--- config.mk ---
export PLATFORM = sky130hd
export DESIGN_NAME = fetch_stage_flat
export DESIGN_NICKNAME = d
export VERILOG_FILES = /design/src/rtl/fetch_stage_if.sv /design/src/rtl/fetch_stage.sv /design/src/flat_wrapper.sv
export SDC_FILE = /design/constraint.sdc
export NUM_CORES = 1
export LEC_CHECK = 0
export CORE_MARGIN = 1.5
export CORE_UTILIZATION = 35
export DETAILED_ROUTE_END_ITERATION = 10
export DONT_BUFFER_PORTS = 1
export PLACE_DENSITY = 0.54
export REMOVE_ABC_BUFFERS = 1
export SYNTH_ARGS = -nofsm -noshare
export SYNTH_HDL_FRONTEND = slang
export SYNTH_SLANG_ARGS = --single-unit
--- constraint.sdc ---
create_clock -name clk -period 1.3 [get_ports clk]
set_input_delay 0.065 -clock clk [delete_from_list [all_inputs] [get_ports clk]]
set_output_delay 0.065 -clock clk [all_outputs]
set_load 0.02 [all_outputs]
--- src/rtl/fetch_stage_if.sv ---
// Fetch-stage bus: PC/ROM inputs, handshake switch, and the IR/stall outputs toward PC and decode.
interface fetch_stage_if #(
  parameter int Psize  = 5,
  parameter int Isize  = 24,
  parameter int SCNT_W = 8
);
  logic [Psize-1:0]  PCin;
  logic [Isize-1:0]  ProgData;
  logic              Handshake;
  logic              PCHold;
  logic [Isize-1:0]  Instr;
  logic [Psize-1:0]  InstrPC;
  logic              ExecEn;
  logic              Halted;
  logic [SCNT_W-1:0] StallCnt;

  modport master (
    output PCin, ProgData, Handshake,
    input  PCHold, Instr, InstrPC, ExecEn, Halted, StallCnt
  );

  modport slave (
    input  PCin, ProgData, Handshake,
    output PCHold, Instr, InstrPC, ExecEn, Halted, StallCnt
  );
endinterface

--- src/rtl/fetch_stage.sv ---
// One-stage instruction fetch register with WAIT (switch press/release) and HALT stall control.
module fetch_stage #(
  parameter int         Psize   = 5,
  parameter int         Isize   = 24,
  parameter logic [2:0] OP_WAIT = 3'b110,
  parameter logic [2:0] OP_HALT = 3'b111,
  parameter int         SCNT_W  = 8
) (
  input logic          clk,
  input logic          Reset,
  fetch_stage_if.slave bus
);

  typedef enum logic [1:0] {RUN, WAIT_HI, WAIT_LO, HALT} state_t;

  state_t            state, next_state;
  logic              hs_meta, hs_sync;
  logic [Isize-1:0]  ir_p1;
  logic [Psize-1:0]  pc_p1;
  logic              vld_p1;
  logic              halted;
  logic [SCNT_W-1:0] stall_cnt;
  logic              is_wait, is_halt, pc_hold;

  function automatic logic [SCNT_W-1:0] sat_inc(input logic [SCNT_W-1:0] v);
    return (&v) ? v : v + 1'b1;
  endfunction

  assign is_wait = vld_p1 && (ir_p1[Isize-1 -: 3] == OP_WAIT);
  assign is_halt = vld_p1 && (ir_p1[Isize-1 -: 3] == OP_HALT);

  always_ff @(posedge clk or posedge Reset) begin
    if (Reset) begin
      hs_meta <= 1'b0;
      hs_sync <= 1'b0;
    end else begin
      hs_meta <= bus.Handshake;
      hs_sync <= hs_meta;
    end
  end

  always_ff @(posedge clk or posedge Reset) begin
    if (Reset) state <= RUN;
    else       state <= next_state;
  end

  // WAIT is a full press/release: leave WAIT_HI on the press, WAIT_LO on the release
  always_comb begin
    next_state = state;
    pc_hold    = 1'b0;
    case (state)
      RUN: begin
        if (is_halt) begin
          next_state = HALT;
          pc_hold    = 1'b1;
        end else if (is_wait) begin
          next_state = WAIT_HI;
          pc_hold    = 1'b1;
        end
      end
      WAIT_HI: begin
        pc_hold = 1'b1;
        if (hs_sync) next_state = WAIT_LO;
      end
      WAIT_LO: begin
        if (hs_sync) pc_hold    = 1'b1;
        else         next_state = RUN;
      end
      HALT:    pc_hold = 1'b1;
      default: next_state = RUN;
    endcase
  end

  // Fetch stage boundary: IR holds the word at PC-1 since the PC advances on the same edge
  always_ff @(posedge clk or posedge Reset) begin
    if (Reset) begin
      ir_p1  <= '0;
      pc_p1  <= '0;
      vld_p1 <= 1'b0;
    end else if (!pc_hold) begin
      ir_p1  <= bus.ProgData;
      pc_p1  <= bus.PCin;
      vld_p1 <= 1'b1;
    end
  end

  always_ff @(posedge clk or posedge Reset) begin
    if (Reset) begin
      halted    <= 1'b0;
      stall_cnt <= '0;
    end else begin
      halted <= (next_state == HALT);
      if (pc_hold) stall_cnt <= sat_inc(stall_cnt);
    end
  end

  assign bus.PCHold   = pc_hold;
  assign bus.Instr    = ir_p1;
  assign bus.InstrPC  = pc_p1;
  assign bus.ExecEn   = vld_p1 && (state == RUN) && !is_wait && !is_halt;
  assign bus.Halted   = halted;
  assign bus.StallCnt = stall_cnt;

endmodule

--- src/flat_wrapper.sv ---
// flat-port wrapper written by rule: the top's interface ports become plain ports
module fetch_stage_flat 
#(
  parameter int         Psize   = 5,
  parameter int         Isize   = 24,
  parameter logic [2:0] OP_WAIT = 3'b110,
  parameter logic [2:0] OP_HALT = 3'b111,
  parameter int         SCNT_W  = 8
)
  (clk, Reset, bus_PCin, bus_ProgData, bus_Handshake, bus_PCHold, bus_Instr, bus_InstrPC, bus_ExecEn, bus_Halted, bus_StallCnt);
  fetch_stage_if #(.Psize(Psize), .Isize(Isize), .SCNT_W(SCNT_W)) bus_i ();
  input logic clk;
  input logic Reset;
  input wire logic [$bits(bus_i.PCin)-1:0] bus_PCin;
  input wire logic [$bits(bus_i.ProgData)-1:0] bus_ProgData;
  input wire logic [$bits(bus_i.Handshake)-1:0] bus_Handshake;
  output wire logic [$bits(bus_i.PCHold)-1:0] bus_PCHold;
  output wire logic [$bits(bus_i.Instr)-1:0] bus_Instr;
  output wire logic [$bits(bus_i.InstrPC)-1:0] bus_InstrPC;
  output wire logic [$bits(bus_i.ExecEn)-1:0] bus_ExecEn;
  output wire logic [$bits(bus_i.Halted)-1:0] bus_Halted;
  output wire logic [$bits(bus_i.StallCnt)-1:0] bus_StallCnt;
  assign bus_i.PCin = bus_PCin;
  assign bus_i.ProgData = bus_ProgData;
  assign bus_i.Handshake = bus_Handshake;
  assign bus_PCHold = bus_i.PCHold;
  assign bus_Instr = bus_i.Instr;
  assign bus_InstrPC = bus_i.InstrPC;
  assign bus_ExecEn = bus_i.ExecEn;
  assign bus_Halted = bus_i.Halted;
  assign bus_StallCnt = bus_i.StallCnt;
  fetch_stage #(.Psize(Psize), .Isize(Isize), .OP_WAIT(OP_WAIT), .OP_HALT(OP_HALT), .SCNT_W(SCNT_W)) u_core (.clk(clk), .Reset(Reset), .bus(bus_i));
endmodule
==> results of run 1 <==
## worst max-delay path, delay by kind of cell, from the launching register on
kind            cells  cell delay (ns)
flops               1             0.37
simple gates        1             0.12
mux                 1             0.30
compound gates      2             0.39
buf+inv             1             0.15
## final timing paths
path,startpoint,to,slack [ns]
setup reg to reg,u_core.vld_p1$_DFFE_PP0N_,u_core.bus.StallCnt[1]$_DFFE_PP0P_,-0.14
min in group clk,bus_Handshake,u_core.hs_meta$_DFF_PP0_,0.35
hold reg to reg,u_core.hs_meta$_DFF_PP0_,u_core.hs_sync$_DFF_PP0_,0.36
max in group asynchronous,Reset,u_core.bus.InstrPC[4]$_DFFE_PP0N_,0.60
setup / recovery,u_core.vld_p1$_DFFE_PP0N_,u_core.bus.StallCnt[1]$_DFFE_PP0P_,-0.14
hold / removal,Reset,u_core.bus.Instr[5]$_DFFE_PP0N_,0.23
## flip-flops by register name (all words and copies together), names as in the netlist
register	count
u_core.vld_p1	1
u_core.hs_meta	1
u_core.state	2
u_core.bus.StallCnt	8
u_core.bus.InstrPC	5
u_core.bus.Instr	24
u_core.bus.Halted	1
u_core.hs_sync	1
## cell families (layout without fill, tap and decap cells)
family | count (synthesis) | after routing
AND/OR/NAND/NOR | 23 | 23
flip-flops | 43 | 43
buffers and inverters | 8 | 69
multiplexers | 32 | 32
adder cells (fa/ha/maj) | 1 | 1
XOR/XNOR | 3 | 3
AO/OA/AOI/OAI | 13 | 13
## power groups by stage
stage	clock (mW)	combinational (mW)	sequential (mW)
2_1_floorplan	0	1.39	3.15
6_report	0.822	2.89	3.02
3_3_place_gp	0	2.34	2.99
3_5_place_dp	0	2.43	3.01
4_1_cts	0.858	2.69	3.02
5_1_grt	0.933	3.12	3.10
## through the flow
stage               utilization  cell area (µm²)  total power, mW  setup TNS, ns  hold slack [ns]
floorplan                     -             1700             4.54         -38.72           0.0964
finish                    0.526             2500             6.73          -2.99            0.230
CTS                       0.514             2440             6.57          -4.22            0.240
detailed placement        0.417             1980             5.45          -4.49          -0.0224
global placement          0.417             1980             5.33          -3.04          -0.0378
global route              0.526             2500             7.16          -4.92            0.278
## per-layer routing
| layer | GRT usage | up-vias |
|---|---|---|
| met3 | 0.0617 | 2 |
| met1 | 0.170 | 605 |
| li1 | - | 552 |
| met2 | 0.244 | 54 |
| met4 | 0.0432 | 0 |
| met5 | 0 | - |
## timing repair
action / 4_1_cts / 5_1_grt
resized for setup: 11 / 8
hold buffers: 31 / 0
pin swaps: 5 / 6
endpoints found under the hold margin: 49 / 0
endpoints found under the setup margin: 38 / 39
buffers inserted: 3 / 4
## cell usage in the layout (no fill, tap or decap), drive strengths merged, types with 3 or more instances in the layout
cell type	netlist	layout
a21oi	4	4
buf	6	29
o21ai	3	3
nor2	5	5
dfrtp	43	43
nand3	4	4
clkbuf	0	6
nand4	3	3
nand2	5	5
mux2	32	32
dlygate4sd3	0	31
## layout make-up
cell class / count / area (µm²)
Multi-Input combinational cell: 72 / 676
Tap cell: 67 / 83.8
Timing Repair Buffer: 60 / 568
Clock inverter: 1 / 5.00
Inverter: 2 / 7.51
Sequential cell: 43 / 1080
Clock buffer: 6 / 82.6
Fill cell: 422 / 2250
==> run summary, run 1 <==
status: finished, violations left
violated checks: setup timing
count leader, synth: dfrtp_1
Synth Flop Type: dfrtp_1
Std-Cell Rows: 25
layout cells sized above 1: 0.429
crit path DAT: 1.61 ns
Comb pwr share: 0.429
Worst setup SP type: register
Iter 0 DRT Violations: 24
relative slew slack: 0.711
Reg clk slew, reported paths: 0.07 ns
Cell Int Power: 4.05 mW
register area share after synthesis: 0.617
DRT Wirelength: 3.64 mm
Area contributors post-synth: dfrtp_1, mux2_2, mux2_4
WP data required: 1.47 ns
fmax: 694 MHz
Post-Syn Area: 0.00174 mm²
all-layer global routing usage: 0.146
nature of the critical path endpoint: register
RSZ-0062 raised after global routing: yes
FF+latch count, synth: 43
Synth Area in Compound Gates: 0.0495
Core Area: 0.00475 mm²
multiplexer share of the synthesized area: 0.215
top cells by count, synth: dfrtp_1, mux2_2, nand2_1, nor2_1
sequential share of power: 0.449
critical path's slowest cell: dfrtp_1
Cells after Synth: 123
actual slew at the worst max-slew pin: 0.433 ns
largest net degree at the start of global routing: 25
ANT nets after route: 0
CTS Buffer Depth: 2
Synth Area in Adders: 0.00717
ys async rst share: 1.00
max_cap viols: 0
DR DRC count: 0
Final GP Congestion: 0.756
uppermost layer routed: met4
top cell type's share of synthesized area: 0.617
Post-Synth Simple-Gate Area: 0.0660
clock share of power: 0.122
switching portion of total power: 0.399
number of diodes: 0
fin crit share: 1.11
Finished Layout Cells: 251
TritonCTS buffer count: 5
placed insts: 206
Post-synth EDFFs: 0
crit path cell chain: nand3_2 > o21ai_4 > buf_12 > o21a_1 > mux2_4
Worst path max stage delay: 0.37 ns
wire length per cell: 14.5 µm
Psw: 2.68 mW
die extent in y: 73.6 µm
largest area contributor in the netlist: dfrtp_1
number of global-route vias before repair: 1333
number of buffers added on ports: 0
Setup Slack @ Placement: -0.161 ns
Avg Cell Area, Syn: 14.2 µm²
Root Buffer: clkbuf_8
worst reg2reg path depth: 5
antenna violations before repair: 0
Via Count: 1213
I/O Pins: 72
combinational family with the most area after synthesis: multiplexers
Worst Setup Slack, final: -0.140 ns
Final Skew: 0.00467 ns
Hold Crit Class: in2async
post-synthesis cell type count: 30
Leak Pwr: 1.11 nW
final setup fails: 37
crit path kind: reg2reg
crit path max fanout: 7
DR pass1 iterations: 4
area delta synth->final: 43.3%
Period minus WS final: 1.44 ns
nets: 217
synthesis warning total: 0
first-pass GRT wire length: 5.98 mm
gr ovfl total: 0
H-tree depth: 2
Sink Count: 43
Power Density: 2690 mW/mm²
post-DP HPWL: 2.50 mm
Max IR drop VDD: 0.00112 V
Clk Latency, worst-skew pair: 0.28 ns
XOR/XNOR share of the synthesized area: 0.0151
average vias per placed instance: 4.83
final hold violations: 0
M1 WL: 1.44 mm
CTS tree: built
Initial Utilization: 0.367
DIE AREA: 0.00542 mm²
final slew viol count: 0
met3 wire len: 308 µm
Chip Width: 73.6 µm
routed length on met2: 1.88 mm
No activity file was read; power rests on OpenSTA's default activity.
==> run 2: changes to the inputs <==
--- a/config.mk
+++ b/config.mk
@@ -6,10 +6,11 @@
 export NUM_CORES = 1
 export LEC_CHECK = 0
 export CORE_MARGIN = 1.5
-export CORE_UTILIZATION = 35
+export CORE_UTILIZATION = 58
+export CTS_BUF_LIST = sky130_fd_sc_hd__clkbuf_4 sky130_fd_sc_hd__clkbuf_8
 export DETAILED_ROUTE_END_ITERATION = 10
 export DONT_BUFFER_PORTS = 1
-export PLACE_DENSITY = 0.54
+export PLACE_DENSITY = 0.79
 export REMOVE_ABC_BUFFERS = 1
 export SYNTH_ARGS = -nofsm -noshare
 export SYNTH_HDL_FRONTEND = slang
==> run 2 against run 1 <==
The run ends with DRC, setup timing left. Non-clock buffer count increased by 13. Via count rose by 19%. Register-to-register slack got worse by 0.17 ns. Total power up 20%. First-iteration DRC count grew to 7.5 times the previous value. Largest cell class unchanged. Highest routed layer unchanged.
==> run summary, run 2 (synthesis results as in run 1) <==
status: finished, violations left
violated checks: DRC, setup timing
critical path endpoint: u_core.bus.StallCnt[5]$_DFFE_PP0P_
Fin Setup TNS: -9.78 ns (-6.79 ns)
CTS Buffer Depth: 2 (unchanged)
DIE AREA: 0.00334 mm² (-38%)
Largest register FFs: 24 (unchanged)
CP startpoint: u_core.bus.Instr[23]$_DFFE_PP0N_
Clk Latency, worst-skew pair: 0.36 ns (+0.08 ns)
Final GP Congestion: 0.780 (+3.2%)
r2r startpoint: u_core.bus.Instr[23]$_DFFE_PP0N_
H-tree depth: 2 (unchanged)
Std-Cell Rows: 19 (-24%)
die extent in y: 57.8 µm (-21%)
nature of the critical path endpoint: register
RSZ-0062 raised after global routing: yes
crit path max fanout: 6 (-1)
crit path DAT: 1.86 ns (+0.25 ns)
Setup Slack @ Placement: -0.153 ns (+0.00872 ns)
Crit path buffers/inverters: 1 (unchanged)
Stages on worst setup path: 5 (unchanged)
antenna violations before repair: 0 (unchanged)
Top delay family on crit path: flip-flops
number of diodes: 0 (unchanged)
Hold Crit Class: in2reg
Worst R2R End: u_core.bus.StallCnt[5]$_DFFE_PP0P_
reg-to-reg setup timing slack: -0.31 ns (-0.17 ns)
Via Count: 1443 (+19%)
most frequent cells in the layout: dfrtp_1, dlygate4sd3_1, buf_4
Initial Utilization: 0.622 (+0.255)
worst reg2reg path depth: 5 (unchanged)
crit path cell chain: nand3_2 > o21ai_4 > buf_6 > nand4_1 > mux2_4
average vias per placed instance: 6.33 (+31%)
commonest non-fill, non-tap cell in the layout: dfrtp_1
gr ovfl total: 0 (unchanged)
first-pass GRT wire length: 7.76 mm (+30%)
count of filler cells inserted in the layout: 57 (-86%)
Root Buffer: clkbuf_4
register area: 0.00108 mm² (unchanged)
wire length per cell: 27.5 µm (+90%)
Worst setup SP type: register
Power Density: 3010 mW/mm² (+12%)
I/O Pins: 72 (unchanged)
final hold violations: 0 (unchanged)
Reg clk slew, reported paths: 0.13 ns (+0.06 ns)
actual slew at the worst max-slew pin: 0.528 ns (+0.0947 ns)
Hold Slack: 0.278 ns (+0.0478 ns)
layout cells sized above 1: 0.487 (+0.0580)
WP data required: 1.55 ns (+0.08 ns)
fmax: 621 MHz (-11%)
Core Area: 0.00281 mm² (-41%)
largest net degree at the start of global routing: 44 (+76%)
final slew viol count: 0 (unchanged)
TritonCTS buffer count: 5 (unchanged)
Worst Setup Slack, final: -0.310 ns (-0.170 ns)
all-layer global routing usage: 0.327 (+0.181)
relative slew slack: 0.648 (-0.0627)
Max IR drop VDD: 0.00222 V (+98%)
Sink Count: 43 (unchanged)
final setup fails: 41 (+11%)
post-DP HPWL: 2.53 mm (+1.4%)
Worst path max stage delay: 0.42 ns (+0.05 ns)
number of buffers added on ports: 0 (unchanged)
nets: 230 (+6.0%)
area delta synth->final: 53.9%
CTS tree: built
crit path kind: reg2reg
ANT nets after route: 0 (unchanged)
critical path's slowest cell: dfrtp_1
fin crit share: 1.24 (+0.131)
number of global-route vias before repair: 1531 (+15%)
Iter 0 DRT Violations: 181 (+650%)
Final Skew: 0.00998 ns (+0.00531 ns)
Leak Pwr: 1.26 nW (+14%)
DRT Wirelength: 6.27 mm (+72%)
footprint of the multi-input gates: 763 µm² (+13%)
Chip Width: 57.8 µm (-21%)
DR pass1 iterations: 10 (+6)
max_cap viols: 0 (unchanged)
Period minus WS final: 1.61 ns (+0.170 ns)
DR DRC count: 1 (+1)
-- run 2: cell types whose count changed in the layout (fill, tap and decap cells not counted), sizes merged --
cell,change
clkbuf,+1
buf,+12
-- run 2: cell type report --
type                       instances  area share
multi-input combinational         72       0.284
clock buffer                       6      0.0191
sequential                        43       0.401
inverter                           2     0.00280
tap                               31      0.0144
timing repair buffer              73       0.276
clock inverter                     1     0.00186
-- run 2: power breakdown --
group / internal (mW) / switching (mW) / leakage, nW
logic: 2.43 / 1.84 / 0.720
registers: 1.97 / 1.15 / 0.503
clock network: 0.251 / 0.442 / 0.0341
total: 4.66 / 3.43 / 1.26
-- run 2: per-stage QoR --
step | std cells | utilization | total power, mW | area (µm²)
2_1_floorplan | 117 | - | 4.54 | 1700
3_3_place_gp | 170 | 0.686 | 5.28 | 1920
3_5_place_dp | 170 | 0.686 | 5.45 | 1920
4_1_cts | 220 | 0.902 | 7.08 | 2530
5_1_grt | 228 | 0.957 | 8.32 | 2690
6_report | 228 | 0.957 | 8.08 | 2690
-- run 2: worst reg2reg max path: stages (launching register included) --
cell and delay (ns):
dfrtp_1 0.42, nand3_2 0.14, o21ai_4 0.28, buf_6 0.17, nand4_1 0.15, mux2_4 0.34
-- run 2: timing repair --
action | in CTS | in global routing
hold buffers | 31 | 0
setup buffers | 11 | 8
resized for setup | 28 | 22
pin swaps | 5 | 7
cloned | 2 | 1
endpoints found under the setup margin | 38 | 41
endpoints found under the hold margin | 73 | 0
-- run 2: worst min-delay path by stage --
stage	startpoint	to	slack [ns]	depth (start not counted)
after detailed placement	bus_Handshake	u_core.hs_meta$_DFF_PP0_	0.1	0
after global routing	bus_Handshake	u_core.hs_meta$_DFF_PP0_	0.27	1
after CTS	bus_Handshake	u_core.hs_meta$_DFF_PP0_	0.26	1
after global placement	bus_Handshake	u_core.hs_meta$_DFF_PP0_	0.1	0
final	bus_Handshake	u_core.hs_meta$_DFF_PP0_	0.28	1
after floorplan	bus_Handshake	u_core.hs_meta$_DFF_PP0_	0.1	0
-- run 2: per-layer routing --
metal,vias up,part of all wire,GRT usage
met1,705,0.34,0.380
met5,-,0,0
met2,121,0.53,0.586
li1,581,-,-
met3,36,0.087,0.0848
met4,0,0.044,0.110
